==> src/rtl/rcs_restoring_div_pkg.sv <==
// -----------------------------------------------------------------------------
// rcs_restoring_div_pkg
// Shared definitions for the restoring divider: FSM state encoding and the
// default operand width.
// -----------------------------------------------------------------------------
package rcs_restoring_div_pkg;

  localparam int unsigned RCS_DIV_W_DEFAULT = 32;

  typedef enum logic [1:0] {
    IDLE = 2'd0,
    RUN  = 2'd1,
    DONE = 2'd2
  } div_state_e;

endpackage

==> src/rtl/rcs_restoring_div_sub.sv <==
// -----------------------------------------------------------------------------
// rcs_sub_nbit
// Combinational N-bit ripple-borrow subtractor: diff = a - b (mod 2^N).
// Ports:
//   a, b    [N-1:0] in   minuend / subtrahend
//   diff    [N-1:0] out  a - b
//   borrow          out  1 iff a < b (unsigned)
// -----------------------------------------------------------------------------
module rcs_sub_nbit #(
  parameter int unsigned N = 33
) (
  input  logic [N-1:0] a,
  input  logic [N-1:0] b,
  output logic [N-1:0] diff,
  output logic         borrow
);

  logic [N:0] bw;

  always_comb begin
    bw   = '0;
    diff = '0;
    for (int unsigned i = 0; i < N; i++) begin
      diff[i]  = a[i] ^ b[i] ^ bw[i];
      bw[i+1]  = (~a[i] & b[i]) | (~(a[i] ^ b[i]) & bw[i]);
    end
    borrow = bw[N];
  end

endmodule

==> src/rtl/rcs_restoring_div.sv <==
// -----------------------------------------------------------------------------
// rcs_restoring_div
// Sequential unsigned restoring divider, one quotient bit per clock.
// Optional feature macro: RCS_DIV_ZERO_CHECK_EN (fast-path divide-by-zero).
// Ports:
//   clk          in   rising-edge clock
//   rst          in   asynchronous active-high reset
//   start        in   request, sampled only when not busy
//   dividend [W] in   numerator, captured at accepted start
//   divisor  [W] in   denominator, captured at accepted start
//   busy         out  operation in progress
//   done         out  one-cycle pulse, results valid from here on
//   quotient [W] out  floor(dividend / divisor)
//   remainder[W] out  dividend mod divisor
//   div_by_zero  out  divisor was zero (0 when the feature is disabled)
// -----------------------------------------------------------------------------
module rcs_restoring_div
  import rcs_restoring_div_pkg::*;
#(
  parameter int unsigned W = RCS_DIV_W_DEFAULT
) (
  input  logic         clk,
  input  logic         rst,
  input  logic         start,
  input  logic [W-1:0] dividend,
  input  logic [W-1:0] divisor,
  output logic         busy,
  output logic         done,
  output logic [W-1:0] quotient,
  output logic [W-1:0] remainder,
  output logic         div_by_zero
);

  localparam int unsigned CW = $clog2(W);

  div_state_e    state_q, state_d;
  logic [W:0]    r_q, r_d;        // partial remainder
  logic [W-1:0]  q_q, q_d;        // dividend shifting out / quotient shifting in
  logic [W:0]    d_q, d_d;        // zero-extended divisor
  logic [CW-1:0] cnt_q, cnt_d;
  logic [W-1:0]  quot_q, quot_d;
  logic [W-1:0]  rem_q, rem_d;
  logic          dbz_q, dbz_d;

  logic [W:0]    s_w;
  logic [W:0]    t_w;
  logic          brw_w;

  // After each restore step R < D <= 2^W, so R[W] never feeds the next shift.
  logic          unused_r_top;
  assign unused_r_top = r_q[W];

  assign s_w = {r_q[W-1:0], q_q[W-1]};

  rcs_sub_nbit #(
    .N (W + 1)
  ) u_sub (
    .a      (s_w),
    .b      (d_q),
    .diff   (t_w),
    .borrow (brw_w)
  );

  always_comb begin
    state_d = state_q;
    r_d     = r_q;
    q_d     = q_q;
    d_d     = d_q;
    cnt_d   = cnt_q;
    quot_d  = quot_q;
    rem_d   = rem_q;
    dbz_d   = dbz_q;

    unique case (state_q)
      IDLE, DONE: begin
        if (start) begin
          r_d     = '0;
          q_d     = dividend;
          d_d     = {1'b0, divisor};
          cnt_d   = CW'(W - 1);
          state_d = RUN;
          dbz_d   = 1'b0;
`ifdef RCS_DIV_ZERO_CHECK_EN
          if (divisor == '0) begin
            state_d = DONE;
            quot_d  = '1;
            rem_d   = dividend;
            dbz_d   = 1'b1;
          end
`endif
        end else if (state_q == DONE) begin
          state_d = IDLE;
        end
      end
      RUN: begin
        if (!brw_w) begin
          r_d = t_w;
          q_d = {q_q[W-2:0], 1'b1};
        end else begin
          r_d = s_w;
          q_d = {q_q[W-2:0], 1'b0};
        end
        cnt_d = cnt_q - CW'(1);
        if (cnt_q == '0) begin
          // Publish on the final iteration so results are valid in DONE.
          cnt_d   = '0;
          state_d = DONE;
          quot_d  = q_d;
          rem_d   = r_d[W-1:0];
        end
      end
      default: state_d = IDLE;
    endcase
  end

  always_ff @(posedge clk or posedge rst) begin
    if (rst) begin
      state_q <= IDLE;
      r_q     <= '0;
      q_q     <= '0;
      d_q     <= '0;
      cnt_q   <= '0;
      quot_q  <= '0;
      rem_q   <= '0;
      dbz_q   <= 1'b0;
    end else begin
      state_q <= state_d;
      r_q     <= r_d;
      q_q     <= q_d;
      d_q     <= d_d;
      cnt_q   <= cnt_d;
      quot_q  <= quot_d;
      rem_q   <= rem_d;
      dbz_q   <= dbz_d;
    end
  end

  assign busy      = (state_q == RUN);
  assign done      = (state_q == DONE);
  assign quotient  = quot_q;
  assign remainder = rem_q;

`ifdef RCS_DIV_ZERO_CHECK_EN
  assign div_by_zero = dbz_q;
`else
  logic unused_dbz;
  assign unused_dbz  = dbz_q;
  assign div_by_zero = 1'b0;
`endif

endmodule
==> config.mk <==
export PLATFORM = sky130hd
export DESIGN_NAME = rcs_restoring_div
export DESIGN_NICKNAME = d
export VERILOG_FILES = /design/src/rtl/rcs_restoring_div_pkg.sv /design/src/rtl/rcs_restoring_div_sub.sv /design/src/rtl/rcs_restoring_div.sv
export SDC_FILE = /design/constraint.sdc
export NUM_CORES = 1
export LEC_CHECK = 0
export BUFFER_PORTS_ARGS = -buffer_cell sky130_fd_sc_hd__buf_2
export CAP_MARGIN = 10
export CORE_MARGIN = 2
export CORE_UTILIZATION = 25
export DETAILED_ROUTE_END_ITERATION = 16
export GPL_ROUTABILITY_DRIVEN = 0
export GPL_TIMING_DRIVEN = 0
export PLACE_DENSITY_LB_ADDON = 0.2
export RECOVER_POWER = 50
export SETUP_SLACK_MARGIN = 0.05
export SYNTH_ARGS = -nofsm -noshare
export SYNTH_HDL_FRONTEND = slang
export SYNTH_SLANG_ARGS = --single-unit
==> constraint.sdc <==
create_clock -name clk -period 16.6 [get_ports clk]
set_input_delay 0 -clock clk [delete_from_list [all_inputs] [get_ports clk]]
set_output_delay 0 -clock clk [all_outputs]
set_load 0.02 [all_outputs]
==> Yosys cells after proc, flatten, opt, wreduce, memory -nomap -nowiden <==
Index checks and enable logic that the tools add are counted.
{ "op_classes": {"add_sub_neg": 1, "eq_ne": 5, "mux": 13, "n_bitwise": 222, "reduce_logical": 8} }
{ "ops": {"columns": ["operator", "count"], "rows": [
  ["32-bit one-hot mux with 2 select lines", 2],
  ["32-bit 2-to-1 mux", 3],
  ["1-bit bitwise AND", 64],
  ["1-bit NOT", 64],
  ["1-bit XOR", 63],
  ["1-bit bitwise OR", 31],
  ["5-bit 2-to-1 mux", 2],
  ["5-bit one-hot mux with 2 select lines", 1],
  ["2-bit AND reduction", 4],
  ["2-bit 2-to-1 mux", 3],
  ["5-bit zero test", 1],
  ["5-bit by 1-bit subtractor with 5-bit output (second input constant)", 1],
  ["2-bit one-hot mux with 2 select lines", 1],
  ["3-bit inequality test (second input constant)", 1],
  ["2-bit by 1-bit equality test with 1-bit output (second input constant)", 1],
  ["2-bit equality test (second input constant)", 1],
  ["2-bit zero test", 1],
  ["2-bit by 1-bit inequality test with 1-bit output (second input constant)", 1],
  ["2-bit inequality test (second input constant)", 1],
  ["2-bit nonzero test", 1],
  ["2-bit OR reduction", 1],
  ["1-bit 2-to-1 mux", 1]
]} }
{ "totals": {"ff_bits": 167, "output_inout_bits": 67, "wordCells": 256} }

==> Depth between registers and ports, before layout <==
{ "logic_depth": {"ltp_word": 67, "ltp_mapped": 41} }

==> Cells and area by module <==
From an unflattened synthesis, not the netlist that was laid out.
{ "unflattened": {"hier_cells": 610, "hier_area_um2": 8049.0} }
{ "modules_own_cells": {"columns": ["mod", "n_inst", "cells_each", "area_per_inst_um2", "seq_area_each_um2"], "rows": [
  ["rcs_restoring_div", 1, 509, 7140.6, 4179.0],
  ["rcs_sub_nbit", 1, 101, 908.4, 0.0]
]} }

==> Worst setup path after synthesis <==
OpenSTA, ideal clock, no wires.
{ "synth_timing": {"path_type": "register to register", "from": "register q_q[31]", "to": "register rem_q[10] (netlist: remainder[10])", "setup_ps": 127, "arrival_time_ps": 13328, "path_slack_ps": 3145, "stages_incl_launch_ff": 41, "path_buffers": 2, "synth_period_minus_slack_ps": 13455, "cell_sequence": "dfrtp_1 -> inv_1 -> ha_1 -> inv_1 -> fa_1 -> fa_1 -> fa_1 -> fa_1 -> fa_1 -> fa_1 -> fa_1 -> fa_1 -> fa_1 -> fa_1 -> fa_1 -> fa_1 -> fa_1 -> fa_1 -> [5 not listed] -> fa_1 -> fa_1 -> fa_1 -> fa_1 -> fa_1 -> fa_1 -> fa_1 -> fa_1 -> fa_1 -> fa_1 -> fa_1 -> inv_1 -> fa_1 -> nor2b_1 -> buf_2 -> buf_2 -> mux2_2 -> mux2_1"} }
{ "synth_via": {"elab_chain_len": 66, "elab_cells_between_ends": 67, "cone_classes": "mux (1); bitwise (66)"} }
{ "synth_lines": {"columns": ["item", "line_no", "source"], "rows": [
  ["from (decl)", "rcs_restoring_div.sv:38", "logic [W-1:0] q_q, q_d;"],
  ["from (signal assigned)", "rcs_restoring_div.sv:129", "q_q <= q_d;"],
  ["1-bit NOT (*)", "rcs_restoring_div_sub.sv:25", "bw[i+1] = (~a[i] & b[i]) | (~(a[i] ^ b[i]) & bw[i]);"],
  ["1-bit bitwise AND (*) (2 in a row)", "rcs_restoring_div_sub.sv:25", null],
  ["1-bit bitwise OR (*)", "rcs_restoring_div_sub.sv:25", null],
  ["1-bit bitwise AND (*)", "rcs_restoring_div_sub.sv:25", null],
  ["1-bit bitwise OR (*)", "rcs_restoring_div_sub.sv:25", null],
  ["1-bit bitwise AND (*)", "rcs_restoring_div_sub.sv:25", null],
  ["1-bit bitwise OR (*)", "rcs_restoring_div_sub.sv:25", null],
  ["1-bit bitwise AND (*)", "rcs_restoring_div_sub.sv:25", null],
  ["[49 not listed]", null, null],
  ["1-bit bitwise AND", "rcs_restoring_div_sub.sv:25", null],
  ["1-bit bitwise OR", "rcs_restoring_div_sub.sv:25", null],
  ["1-bit bitwise AND", "rcs_restoring_div_sub.sv:25", null],
  ["1-bit bitwise OR", "rcs_restoring_div_sub.sv:25", null],
  ["1-bit bitwise AND", "rcs_restoring_div_sub.sv:25", null],
  ["1-bit bitwise OR", "rcs_restoring_div_sub.sv:25", null],
  ["1-bit bitwise AND", "rcs_restoring_div_sub.sv:25", null],
  ["32-bit 2-to-1 mux (*)", "rcs_restoring_div.sv:96", "if (!brw_w) begin"],
  ["to (signal assigned)", "rcs_restoring_div.sv:133", "rem_q <= rem_d;"],
  ["to (decl)", "rcs_restoring_div.sv:42", "logic [W-1:0] rem_q, rem_d;"]
]} }
Mark *: on every way between the ends. The rest lies on a longest branch, timed or not.
A chain may end at the register's enable or synchronous reset.

==> Worst setup path in the final report <==
{ "layout_timing": {"from": "register q_q[31]", "to": "register rem_q[17] (netlist: remainder[17])"} }
{ "layout_via": {"elab_chain_len": 66, "elab_cells_between_ends": 67, "cone_classes": "mux (1); bitwise (66)"} }
{ "layout_lines": {"columns": ["item", "line_no"], "rows": [
  ["1-bit NOT (*)", "rcs_restoring_div_sub.sv:25"],
  ["1-bit bitwise AND (*) (2 in a row)", "rcs_restoring_div_sub.sv:25"],
  ["1-bit bitwise OR (*)", "rcs_restoring_div_sub.sv:25"],
  ["1-bit bitwise AND (*)", "rcs_restoring_div_sub.sv:25"],
  ["1-bit bitwise OR (*)", "rcs_restoring_div_sub.sv:25"],
  ["1-bit bitwise AND (*)", "rcs_restoring_div_sub.sv:25"],
  ["1-bit bitwise OR (*)", "rcs_restoring_div_sub.sv:25"],
  ["1-bit bitwise AND (*)", "rcs_restoring_div_sub.sv:25"],
  ["[49 not listed]", null],
  ["1-bit bitwise AND", "rcs_restoring_div_sub.sv:25"],
  ["1-bit bitwise OR", "rcs_restoring_div_sub.sv:25"],
  ["1-bit bitwise AND", "rcs_restoring_div_sub.sv:25"],
  ["1-bit bitwise OR", "rcs_restoring_div_sub.sv:25"],
  ["1-bit bitwise AND", "rcs_restoring_div_sub.sv:25"],
  ["1-bit bitwise OR", "rcs_restoring_div_sub.sv:25"],
  ["1-bit bitwise AND", "rcs_restoring_div_sub.sv:25"],
  ["32-bit 2-to-1 mux (*)", "rcs_restoring_div.sv:96"]
]} }
Marks and branches as above.

==> results.py <==
metrics = {
    "grt": {
        "grt_max_degree": 112,
        "grt_overflow": 0,
        "antenna_found_initial": 0,
        "grt_pass1_wl_um": 31700,
        "grt_usage_pct": 13.1,
        "grt_pass1_vias": 5625,
    },
    "clocking": {
        "cts_made_buffers": 17,
        "cts_tree": "yes",
        "cts_max_level": 4,
        "clockBufferDepth": 2,
        "clock-sinks": 167,
        "ctsHoldBuffers": 65,
        "postCtsSetupBuffers": 0,
        "clkLatencyLatePin_ns": 0.43,
        "root_buffer": "clkbuf_16",
        "post_cts_resized": 0,
        "clk_pin_slew_ns": 0.07,
    },
    "synthesis": {
        "yosysUniqueCellTypes": 36,
        "synth_seq_cells": 167,
        "syn-cell-area_um2": 7570,
        "synth.avg_cell_area_um2": 12.2,
        "synth_nets": 719,
        "synth_warnings": 0,
        "synth_seq_area_share_pct": 55.2,
        "syn_inst": 619,
    },
    "setup_path": {
        "crit_fanout": 10,
        "cp_num_buf_inv": 5,
        "critPathKind": "reg -> reg",
        "start_kind": "flop",
        "crit_top_cell": "fa_1",
        "cpPeakStageDelay_ns": 0.42,
        "end_kind": "flop",
        "required_ns": 16.90,
        "cpLargestDelayFamily": "adder cells",
        "crit_slowest_cell": "fa_1",
        "arrival_ns": 14.68,
    },
    "outcome": {
        "violations": "max-capacitance violations, max-slew violations",
        "outcome": "finished with violations",
    },
    "floorplan": {
        "die_w_um": 178,
        "core_um2": 29700,
        "fp-row-count": 63,
        "dieHeight_um": 178,
        "ioPinCount": 134,
        "die_area_um2": 31700,
        "initial_core_util_pct": 25.5,
    },
    "place": {
        "placed_area_um2": 8760,
        "place_hpwl_um": 13800,
        "io_buffers": 132,
        "pre_cts_slack_ns": 2.16,
    },
    "sta": {
        "finalCritPeriodShare_pct": 86.6,
        "setup_violations": 0,
        "hold_viol_final": 0,
        "finClkSkew_ns": 0.0138,
        "clock.fmax_mhz": 69.6,
        "fin_ws_ns": 2.22,
        "max_slew_margin_pct": -310,
        "rsz0062_at_grt": "no",
        "fin_crit_ns": 14.38,
        "tightest_slew_ns": 6.15,
        "setup-tns-final_ns": 0,
        "slew_violations": 170,
    },
    "pwr": {
        "vdd_drop_max_uv": 75.8,
        "cellLeakagePower_nw": 4.34,
        "power.total_mw": 2.13,
        "cellPowerDensity_nw_per_um2": 215,
    },
    "cells_and_area": {
        "final_area_um2": 9870,
        "n_antenna_cell": 0,
        "nNetsFinal": 936,
        "syn2layout_area_growth_pct": 30.3,
        "layout_common_cells": "dfrtp_1, clkbuf_1, buf_2, nand2_1, dlygate4sd3_1",
        "mostFrequentLayoutCell": "dfrtp_1",
        "drive_above_1_share_pct": 19.6,
    },
    "drt": {
        "drc": 0,
        "drt_iter0_markers": 247,
        "vias": 5328,
        "drtAntennaViolNets": 0,
        "dr.pass1.iters": 4,
        "routedWlPerCell_um": 16.0,
        "via_per_inst": 4.30,
        "drt_wl_total_um": 19800,
    },
    "flow_run": {
        "cap_violations": 2,
    },
    "worst_hold_path": {
        "min-delay-path-class": "in -> reg",
    },
}
## path summary, 6_finish.rpt
kind	startpoint	endpoint	slack, ns	depth (start not counted)
worst min register to register	quotient[7]	quotient[7]	0.49	1
worst max-delay path	q_q[31]	remainder[17]	2.22	40
max in group asynchronous	rst	q_q[31]	9.01	4
worst min-delay path	start	q_q[28]	0.17	5
min in group asynchronous	rst	d_q[3]	0.82	3
worst max register to register	q_q[31]	remainder[17]	2.22	40
## per-stage QoR
| stage | std cells | hold slack [ns] | utilization [%] |
|---|---|---|---|
| 6_report | 1239 | 0.173 | 33.2 |
| 5_1_grt | 1239 | 0.249 | 33.2 |
| 4_1_cts | 1239 | 0.132 | 33.6 |
| 3_5_place_dp | 1142 | 0.0510 | 29.5 |
| 3_3_place_gp | 1141 | 0.206 | 29.3 |
| 2_1_floorplan | 619 | 0.105 | - |
## kinds of logic (layout without fill, tap and decap cells)
group | Yosys count | after routing | synth area share [%]
flops | 167 | 167 | 55.2
simple gates | 130 | 130 | 7.34
compound gates | 105 | 105 | 9.30
mux | 96 | 96 | 14.4
buf+inv | 87 | 317 | 5.20
fa+ha+maj | 33 | 33 | 8.53
other cells | 1 | 1 | 0.0495
## sequential cells by signal, summed over array words and instances, names as in the netlist
| signal | count |
|---|---|
| d_q | 32 |
| q_q | 32 |
| quotient | 32 |
| r_q | 32 |
| remainder | 32 |
| cnt_q | 5 |
| state_q | 2 |
## power breakdown
part	internal [mW]	switching, mW	total [mW]
combinational	0.460	0.541	1.00
clock	0.211	0.184	0.395
sequential	0.605	0.123	0.728
## layer usage
layer  part of all wire [%]  track usage (%)  vias to the layer above
met4                    1.1             3.59                        0
met1                     48             17.9                     2652
met3                    5.3             3.75                       13
met2                     46             20.3                      116
met5                      0                0                        -
li1                       -                -                     2547
## Yosys cell counts
library cell	n	area share, %
buf_6	6	0.89
nand3_1	2	0.13
mux2_1	32	4.8
o22ai_1	16	1.3
a221o_1	1	0.13
nor2b_1	3	0.25
inv_1	45	2.2
conb_1	1	0.050
buf_4	3	0.30
nor3_1	15	0.99
nand3b_1	1	0.099
ha_1	2	0.33
a211o_1	1	0.12
a21oi_1	1	0.066
buf_1	2	0.099
inv_2	1	0.050
mux2i_1	17	2.2
a22o_1	24	2.8
clkbuf_1	21	1.0
o21a_1	1	0.099
mux2_2	39	5.8
nor4_1	1	0.083
mux2_4	8	1.6
o41ai_1	1	0.12
nor4b_1	1	0.12
nor2_1	33	1.6
nand2b_1	4	0.33
fa_1	31	8.2
nand2_1	69	3.4
o31ai_1	2	0.20
o2bb2ai_1	8	0.93
buf_2	9	0.59
dfrtp_1	167	55
a31oi_1	15	1.2
nor4_4	1	0.28
o21ai_0	35	2.3
## worst reg2reg max path, delay by kind of cell (launching register included)
family / cells / cell delay, ns
fa+ha+maj: 32 / 12.36
buf+inv: 5 / 0.73
mux: 2 / 0.69
flops: 1 / 0.36
simple gates: 1 / 0.12
## cell type report
type | count | area [µm²]
plain buffers | 41 | 221
clock buffers | 18 | 429
clock inverters | 14 | 143
fillers | 3051 | 19900
inverters | 46 | 174
multi-input cells | 365 | 3000
flip-flops and latches | 167 | 4180
well taps | 390 | 488
repair buffers | 198 | 1230
(Power assumes the default switching activity.)
